$ cat config.mk
export PLATFORM = sky130hd
export DESIGN_NAME = reg_scoreboard
export DESIGN_NICKNAME = d
export VERILOG_FILES = /design/src/rtl/reg_scoreboard.sv
export SDC_FILE = /design/constraint.sdc
export NUM_CORES = 1
export LEC_CHECK = 0
export ABC_AREA = 0
export CAP_MARGIN = 30
export CELL_PAD_IN_SITES_DETAIL_PLACEMENT = 1
export CELL_PAD_IN_SITES_GLOBAL_PLACEMENT = 1
export CORE_ASPECT_RATIO = 2
export CORE_MARGIN = 8
export CORE_UTILIZATION = 46
export CTS_CLUSTER_DIAMETER = 100
export DETAILED_ROUTE_END_ITERATION = 7
export PLACE_DENSITY_LB_ADDON = 0.1
export SYNTH_ARGS = -nofsm -noshare
export SYNTH_HDL_FRONTEND = slang
export SYNTH_SLANG_ARGS = --single-unit
$ cat constraint.sdc
create_clock -name clk -period 6.9 [get_ports clk]
set_clock_uncertainty 0.05 [all_clocks]
set_input_delay 1.38 -clock clk [delete_from_list [all_inputs] [get_ports clk]]
set_output_delay 1.38 -clock clk [all_outputs]
set_load 0.01 [all_outputs]
$ cat src/rtl/reg_scoreboard.sv
// rtl/reg_scoreboard.sv - GRF write scoreboard with hazard stall; optional stall statistic under SCOREBOARD_STATS_EN
module reg_scoreboard (
  input  logic        clk,
  input  logic        reset,
  input  logic        issue_valid,
  input  logic [4:0]  issue_dst,
  input  logic [1:0]  issue_tnew,
  input  logic [4:0]  rs_addr,
  input  logic [4:0]  rt_addr,
  input  logic [1:0]  rs_tuse,
  input  logic [1:0]  rt_tuse,
  input  logic        wb_we,
  input  logic [4:0]  wb_addr,
  output logic        stall,
  output logic        err,
  output logic [31:0] stall_cnt
);

  // Entry 0 is carried for uniform indexing but never leaves its reset value.
  logic [1:0] cnt_q  [32];
  logic [1:0] cnt_d  [32];
  logic [1:0] tnew_q [32];
  logic [1:0] tnew_d [32];
  logic       err_q;
  logic       err_d;
  logic       blk_rs;
  logic       blk_rt;
  logic       iss_ok;

  // Hazard check on pre-edge state; a single in-flight writer retiring this
  // cycle is covered by the register file's write-through.
  always_comb begin
    blk_rs = (rs_addr != 5'd0) && (cnt_q[rs_addr] != 2'd0) &&
             (tnew_q[rs_addr] > rs_tuse) &&
             !(wb_we && (wb_addr == rs_addr) && (cnt_q[rs_addr] == 2'd1));
    blk_rt = (rt_addr != 5'd0) && (cnt_q[rt_addr] != 2'd0) &&
             (tnew_q[rt_addr] > rt_tuse) &&
             !(wb_we && (wb_addr == rt_addr) && (cnt_q[rt_addr] == 2'd1));
    stall  = blk_rs | blk_rt;
    iss_ok = issue_valid && !stall && (issue_dst != 5'd0);
  end

  // Per-register bookkeeping: count writers in flight, age the youngest
  // writer's latency, flag over/underflow of the writer count.
  always_comb begin
    err_d = err_q;
    for (int r = 0; r < 32; r++) begin
      logic       hit_iss;
      logic       hit_wb;
      logic [1:0] tdec;
      hit_iss   = iss_ok && (issue_dst == 5'(r));
      hit_wb    = wb_we && (wb_addr == 5'(r)) && (r != 0);
      tdec      = (tnew_q[r] != 2'd0) ? tnew_q[r] - 2'd1 : 2'd0;
      cnt_d[r]  = cnt_q[r];
      tnew_d[r] = tdec;
      if (hit_iss && hit_wb) begin
        // One writer retires as another enters: count is unchanged.
        if (cnt_q[r] == 2'd0) begin
          err_d = 1'b1;
        end
        tnew_d[r] = issue_tnew;
      end else if (hit_iss) begin
        if (cnt_q[r] == 2'd3) begin
          err_d = 1'b1;
        end else begin
          cnt_d[r] = cnt_q[r] + 2'd1;
        end
        tnew_d[r] = issue_tnew;
      end else if (hit_wb) begin
        if (cnt_q[r] == 2'd0) begin
          err_d = 1'b1;
        end else begin
          cnt_d[r] = cnt_q[r] - 2'd1;
        end
      end
      // No writer left means nothing to wait for.
      if (cnt_d[r] == 2'd0) begin
        tnew_d[r] = 2'd0;
      end
    end
  end

  // State register; reset wins over any same-cycle issue or writeback.
  always_ff @(posedge clk) begin
    if (reset) begin
      for (int r = 0; r < 32; r++) begin
        cnt_q[r]  <= 2'd0;
        tnew_q[r] <= 2'd0;
      end
      err_q <= 1'b0;
    end else begin
      for (int r = 0; r < 32; r++) begin
        cnt_q[r]  <= cnt_d[r];
        tnew_q[r] <= tnew_d[r];
      end
      err_q <= err_d;
    end
  end

  assign err = err_q;

`ifdef SCOREBOARD_STATS_EN
  logic [31:0] stall_cnt_q;
  logic [31:0] stall_cnt_d;

  // Count cycles in which a requested issue was held back; wraps naturally.
  always_comb begin
    stall_cnt_d = stall_cnt_q + ((issue_valid && stall) ? 32'd1 : 32'd0);
  end

  // Statistic register.
  always_ff @(posedge clk) begin
    if (reset) begin
      stall_cnt_q <= 32'd0;
    end else begin
      stall_cnt_q <= stall_cnt_d;
    end
  end

  assign stall_cnt = stall_cnt_q;
`else
  assign stall_cnt = 32'h0;
`endif

endmodule
After elaboration in Yosys (flattened, before gate mapping)
Memory sizes are Yosys's and may differ from the RTL's.
Cells that the tools add are included.
{"block": "word_totals", "regBits": 1, "mem_bits_rw": 128, "input_bits": 30, "output_inout_bits": 34, "wordCells": 981, "n_memories": 2}
{"memory": "cnt_q", "words": 32, "word_bits": 2, "read_ports": 34, "rd_clocked_by_memory_dff": 0, "wr": 32, "line": "20", "text": "logic [1:0] cnt_q [32];"}
{"memory": "tnew_q", "words": 32, "word_bits": 2, "read_ports": 34, "rd_clocked_by_memory_dff": 0, "wr": 32, "line": "22", "text": "logic [1:0] tnew_q [32];"}
{"block": "op_classes", "addsub": 95, "magnitude_cmp": 2, "eq_ne": 98, "mux": 508, "bitwise_logic": 65, "reduce_logical": 210}
{"op": "2-bit two-way mux", "count": 348}
{"op": "5-bit equality test (second input constant)", "count": 32}
{"op": "1-bit two-way mux", "count": 160}
{"op": "2-bit zero test", "count": 63}
{"op": "2-bit by 1-bit subtractor with 2-bit output (second input constant)", "count": 63}
{"op": "1-bit logical AND", "count": 106}
{"op": "5-bit by 4-bit equality test with 1-bit output (second input constant)", "count": 16}
{"op": "2-bit nonzero test", "count": 34}
{"op": "1-bit bitwise OR", "count": 65}
{"op": "2-bit by 1-bit adder with 2-bit output (second input constant)", "count": 32}
{"op": "2-bit equality test (second input constant)", "count": 32}
{"op": "5-bit by 3-bit equality test with 1-bit output (second input constant)", "count": 8}
{"op": "5-bit by 2-bit equality test with 1-bit output (second input constant)", "count": 4}
{"op": "5-bit nonzero test", "count": 3}
{"op": "5-bit by 1-bit equality test with 1-bit output (second input constant)", "count": 2}
{"op": "5-bit equality test", "count": 2}
{"op": "5-bit zero test", "count": 1}
{"op": "2-bit by 1-bit equality test with 1-bit output (second input constant)", "count": 2}
{"op": "2-bit > comparator", "count": 2}
{"op": "1-bit zero test", "count": 3}

Longest topological paths before layout
Gate-level depths: netlist (run 1).
{"block": "depth", "depth_word": 135, "depth_mapped": 18, "depth_no_buf": 13}

Worst setup path after synthesis (run 1)
OpenSTA, ideal clock, no wires.
{"block": "synth_path", "kind": "in2out", "from": "input rs_addr[0]", "to": "output stall", "t_arrival_ns": 4.910, "required_time_ns": 5.470, "slack_ns": 0.560, "stages": 14, "n_path_buf": 4, "path_cell_list": "buf_6 buf_6 buf_6 buf_1 mux4_2 mux4_2 mux2_2 ha_1 nor2b_1 o21ai_1 a31o_2 o22ai_1 nor2_1 inv_1"}
{"block": "synth_via", "elab_chain_len": 6, "elab_cells_between_ends": 14, "classes_between": "order compare: 1; eq/ne: 2; bitwise: 1; reduce/logical: 8; memory: 2"}
{"element": "start, declared", "line": "8", "text": "input logic [4:0] rs_addr,"}
{"element": "memory 32 x 2 bit / 5-bit equality test (equally long branches)"}
{"element": "2-bit by 1-bit equality test with 1-bit output (tied with other cells)", "line": "35", "text": "!(wb_we && (wb_addr == rs_addr) && (cnt_q[rs_addr] == 2'd1));"}
{"element": "1-bit logical AND, on equally long branches", "line": "35, 33"}
{"element": "1-bit zero test / 1-bit logical AND (equally long branches)", "line": "35, 33"}
{"element": "1-bit logical AND *", "line": "34", "text": "(tnew_q[rs_addr] > rs_tuse) &&"}
{"element": "1-bit bitwise OR *", "line": "39", "text": "stall = blk_rs | blk_rt;"}
{"element": "end, declared", "line": "14", "text": "output logic stall,"}
Mark *: on every way between the ends. The rest lies on a longest branch, timed or not.

Final worst setup path (run 1)
{"block": "layout_path", "from": "input rt_addr[1]", "to": "output stall"}
{"block": "layout_via", "elab_chain_len": 6, "elab_cells_between_ends": 14, "classes_between": "order compare: 1; eq/ne: 2; bitwise: 1; reduce/logical: 8; memory: 2"}
{"element": "start, declared", "line": "9", "text": "input logic [4:0] rt_addr,"}
{"element": "memory 32 x 2 bit / 5-bit equality test (equally long branches)"}
{"element": "2-bit by 1-bit equality test with 1-bit output (tied with other cells)", "line": "38", "text": "!(wb_we && (wb_addr == rt_addr) && (cnt_q[rt_addr] == 2'd1));"}
{"element": "1-bit logical AND, on equally long branches", "line": "38, 36"}
{"element": "1-bit zero test / 1-bit logical AND (equally long branches)", "line": "38, 36"}
{"element": "1-bit logical AND *", "line": "37", "text": "(tnew_q[rt_addr] > rt_tuse) &&"}
{"element": "1-bit bitwise OR *", "line": "39"}
Marks and branches as above.

==> impl_metrics.env, run 1 <==
export IMPL_synthArstFlopShare_pct=0
export IMPL_postLayoutSetupSlackWorst_ns=0.353
export IMPL_ant_nets=0
export IMPL_critPathBufInv=5
export IMPL_wl_met2_um=28100
export IMPL_finalSetupTns_ns=0
export IMPL_cts_buffers=17
export IMPL_grt_pass1_vias=12600
export IMPL_dp_hpwl_um=42100
export IMPL_total_power_mw=2.07
export IMPL_cp_top_family="buffers and inverters"
export IMPL_layout_common_cells="nand2_1 (155), dfxtp_1 (129), nand3_1 (106)"
export IMPL_preCtsSetupSlack_ns=0.383
export IMPL_yosys_area_top_type="dfxtp_1"
export IMPL_start_util_pct=46.4
export IMPL_max_slew_margin_pct=21.3
export IMPL_peakVddDrop_mv=0.181
export IMPL_drtPass1Iterations=6
export IMPL_drt_wirelength_per_cell_um=33.7
export IMPL_drive_gt1_share_pct=13.1
export IMPL_worstPathArrival_ns=5.12
export IMPL_start_kind="primary input"
export IMPL_ys_seq_area_share_pct=23.5
export IMPL_synth_distinct_cells=79
export IMPL_endpoint_kind="primary output"
export IMPL_die_w_um=125
export IMPL_yosysTopAreaCellShare_pct=23.5
export IMPL_yosysWarnings=0
export IMPL_worstMarginPinSlew_ns=1.16
export IMPL_setup_viol=0
export IMPL_topRoutingLayerUsed="met4"
export IMPL_ios=64
export IMPL_critical_path_required_ns=5.47
export IMPL_postCtsSetupBuffers=0
export IMPL_syn_to_final_growth_pct=9.63
export IMPL_grt_ovfl_total=0
export IMPL_vias_per_cell=7.37
export IMPL_outcome="finished clean"
export IMPL_ctsHoldBuffers=0
export IMPL_syn_cell_area_um2=11000
export IMPL_wl_met3_um=4090
export IMPL_via_count=12300
export IMPL_place_port_buffers=31
export IMPL_drt_iter0_drc=1090
export IMPL_timing_final_crit_share_pct=94.9
export IMPL_path_clk_slew_ns=0.06
export IMPL_grt_max_degree=72
export IMPL_crit_fanout=24
export IMPL_synth_flop_cell="dfxtp_1"
export IMPL_clock_sinks=129
export IMPL_hp_class="reg -> reg"
export IMPL_grt_pass1_wl_um=82500
export IMPL_antenna_found_initial=1
export IMPL_clock_root_buffer="clkbuf_16"
export IMPL_netlist_instances=1387
export IMPL_rsz0062_at_grt="false"
export IMPL_slowest_delay_ns=0.56
export IMPL_worstSkewPairLatency_ns=0.45
export IMPL_final_common_cell="nand2_1"
export IMPL_post_route_util_pct=50.8
export IMPL_ys_ff_latch=129
export IMPL_gp_routability_congestion=1.07
export IMPL_met1_length_um=18400
export IMPL_ys_top_cells_by_area="dfxtp_1 (23%), mux4_2 (8.6%), nand2_1 (5.3%), nand3_1 (4.8%), mux2i_1 (4.7%)"
export IMPL_clock_path_buffers=2
export IMPL_leakage_nw=3.70
export IMPL_drv_cap=0
export IMPL_core_um2=23700
export IMPL_finalMaxSlewViolations=0
export IMPL_track_usage_pct=38.1
export IMPL_wirelength_um=56400
export IMPL_cts_resized=0
export IMPL_hold_violations=0
export IMPL_die_h_um=235
export IMPL_fmaxAchievable_mhz=153
export IMPL_crit_type="in -> out"
export IMPL_crit_slowest_cell="clkdlybuf4s50_1"
export IMPL_drc=0
export IMPL_min_period_ns=6.55
export IMPL_final_nets=1408
export IMPL_dieArea_um2=29400
export IMPL_power_density_nw_per_um2=171
export IMPL_n_fill_cell=2908
export IMPL_cts_htree_levels=4
export IMPL_core_rowCount=80
export IMPL_cp_cell_sequence="clkdlybuf4s50_1, buf_4, mux4_2, mux4_2, mux2_2, ha_1, nor2b_1, o21ai_0, buf_4, a41o_2, o21ai_2, nor2_1, inv_1, clkdlybuf4s50_1"
export IMPL_synth_avg_cell_area_um2=7.93
export IMPL_timing_hold_ws_ns=0.456
export IMPL_cts_tree="built"
export IMPL_synth_edf_count=0
[report_power, final]
part	switching, mW	total, mW	internal, mW
Combinational	0.226	0.323	0.0971
Sequential	0.00670	0.755	0.748
Clock	0.369	0.989	0.619
Total	0.602	2.07	1.46
[flip-flops by register name, summed over array words and instances, names as in the netlist, named ones only]
register / cells
err: 1
tnew_q: 64
cnt_q: 62
[worst paths after layout]
kind | slack, ns | from | cells past startpoint | end
min | 0.46 | tnew_q[0][0]$_SDFF_PP0_ | 1 | tnew_q[0][0]$_SDFF_PP0_
min reg2reg | 0.46 | tnew_q[0][0]$_SDFF_PP0_ | 1 | tnew_q[0][0]$_SDFF_PP0_
max | 0.35 | rt_addr[1] | 14 | stall
max reg2reg | 1.98 | tnew_q[3][1]$_SDFF_PP0_ | 14 | tnew_q[12][0]$_SDFF_PP0_
[cell type report]
type / count / area, um2 / share of cell area, %
flip-flops and latches: 129 / 2580 / 21.4
clock inverters: 10 / 159 / 1.32
well taps: 287 / 359 / 2.98
diodes: 1 / 2.50 / 0.0208
multi-input cells: 1098 / 7640 / 63.4
clock buffers: 21 / 460 / 3.82
inverters: 46 / 173 / 1.43
repair buffers: 82 / 681 / 5.65
[layer usage]
| metal | global-route usage (%) | vias up |
|---|---|---|
| met5 | 0 | - |
| met1 | 36.3 | 6184 |
| met3 | 9.17 | 281 |
| met2 | 66.5 | 691 |
| li1 | - | 5186 |
| met4 | 34.7 | 0 |
[metrics by stage]
stage	std cells	instance area [um2]
2_1_floorplan	1418	11100
3_3_place_gp	1639	11400
3_5_place_dp	1639	11400
4_1_cts	1670	12000
5_1_grt	1673	12100
6_report	1674	12100
[synth_stat cells (8+ instances only)]
master	n
nand3b_1	32
nand2_1	155
a21bo_2	8
xnor2_1	11
and2_1	15
nor4bb_1	8
and4_1	8
a21o_1	23
maj3_1	11
o211ai_1	19
inv_1	46
xor2_1	9
o21ai_0	57
mux4_2	42
nand2b_1	14
a221oi_1	40
a211oi_1	15
o2111ai_1	12
buf_4	37
or3_1	11
nand3_1	106
a21oi_1	82
mux2i_1	52
nor2b_1	17
clkbuf_1	74
nor4_1	19
buf_2	21
dfxtp_1	129
nor2_1	72
a22oi_1	20
nand4_1	35
nor3_1	15
a31oi_1	21
[kinds of logic (layout without fill, tap and decap cells)]
| group | Yosys count | in the layout | share of synthesized area (%) |
|---|---|---|---|
| flip-flops | 129 | 129 | 23.5 |
| buffers and inverters | 191 | 159 | 8.50 |
| multiplexers | 101 | 101 | 14.1 |
| XOR/XNOR | 20 | 20 | 1.59 |
| AND/OR/NAND/NOR | 566 | 566 | 28.2 |
| other | 1 | 33 | 0.0341 |
| adder cells (fa/ha/maj) | 16 | 16 | 1.56 |
| AO/OA/AOI/OAI | 363 | 363 | 22.6 |
Power figures use the tool's default switching activity.
==> run 2: changes to the inputs <==
Settings changed: CTS_CLUSTER_SIZE from default to 28, GPL_TIMING_DRIVEN from default to 1.
==> results of run 2 <==
No change in the layout: final DEF, timing and power equal those of run 1.
==> run 3: changes to the inputs <==
Settings changed: TNS_END_PERCENT from default to 30.
==> results of run 3 <==
No change in the layout: final DEF, timing and power equal those of run 1.
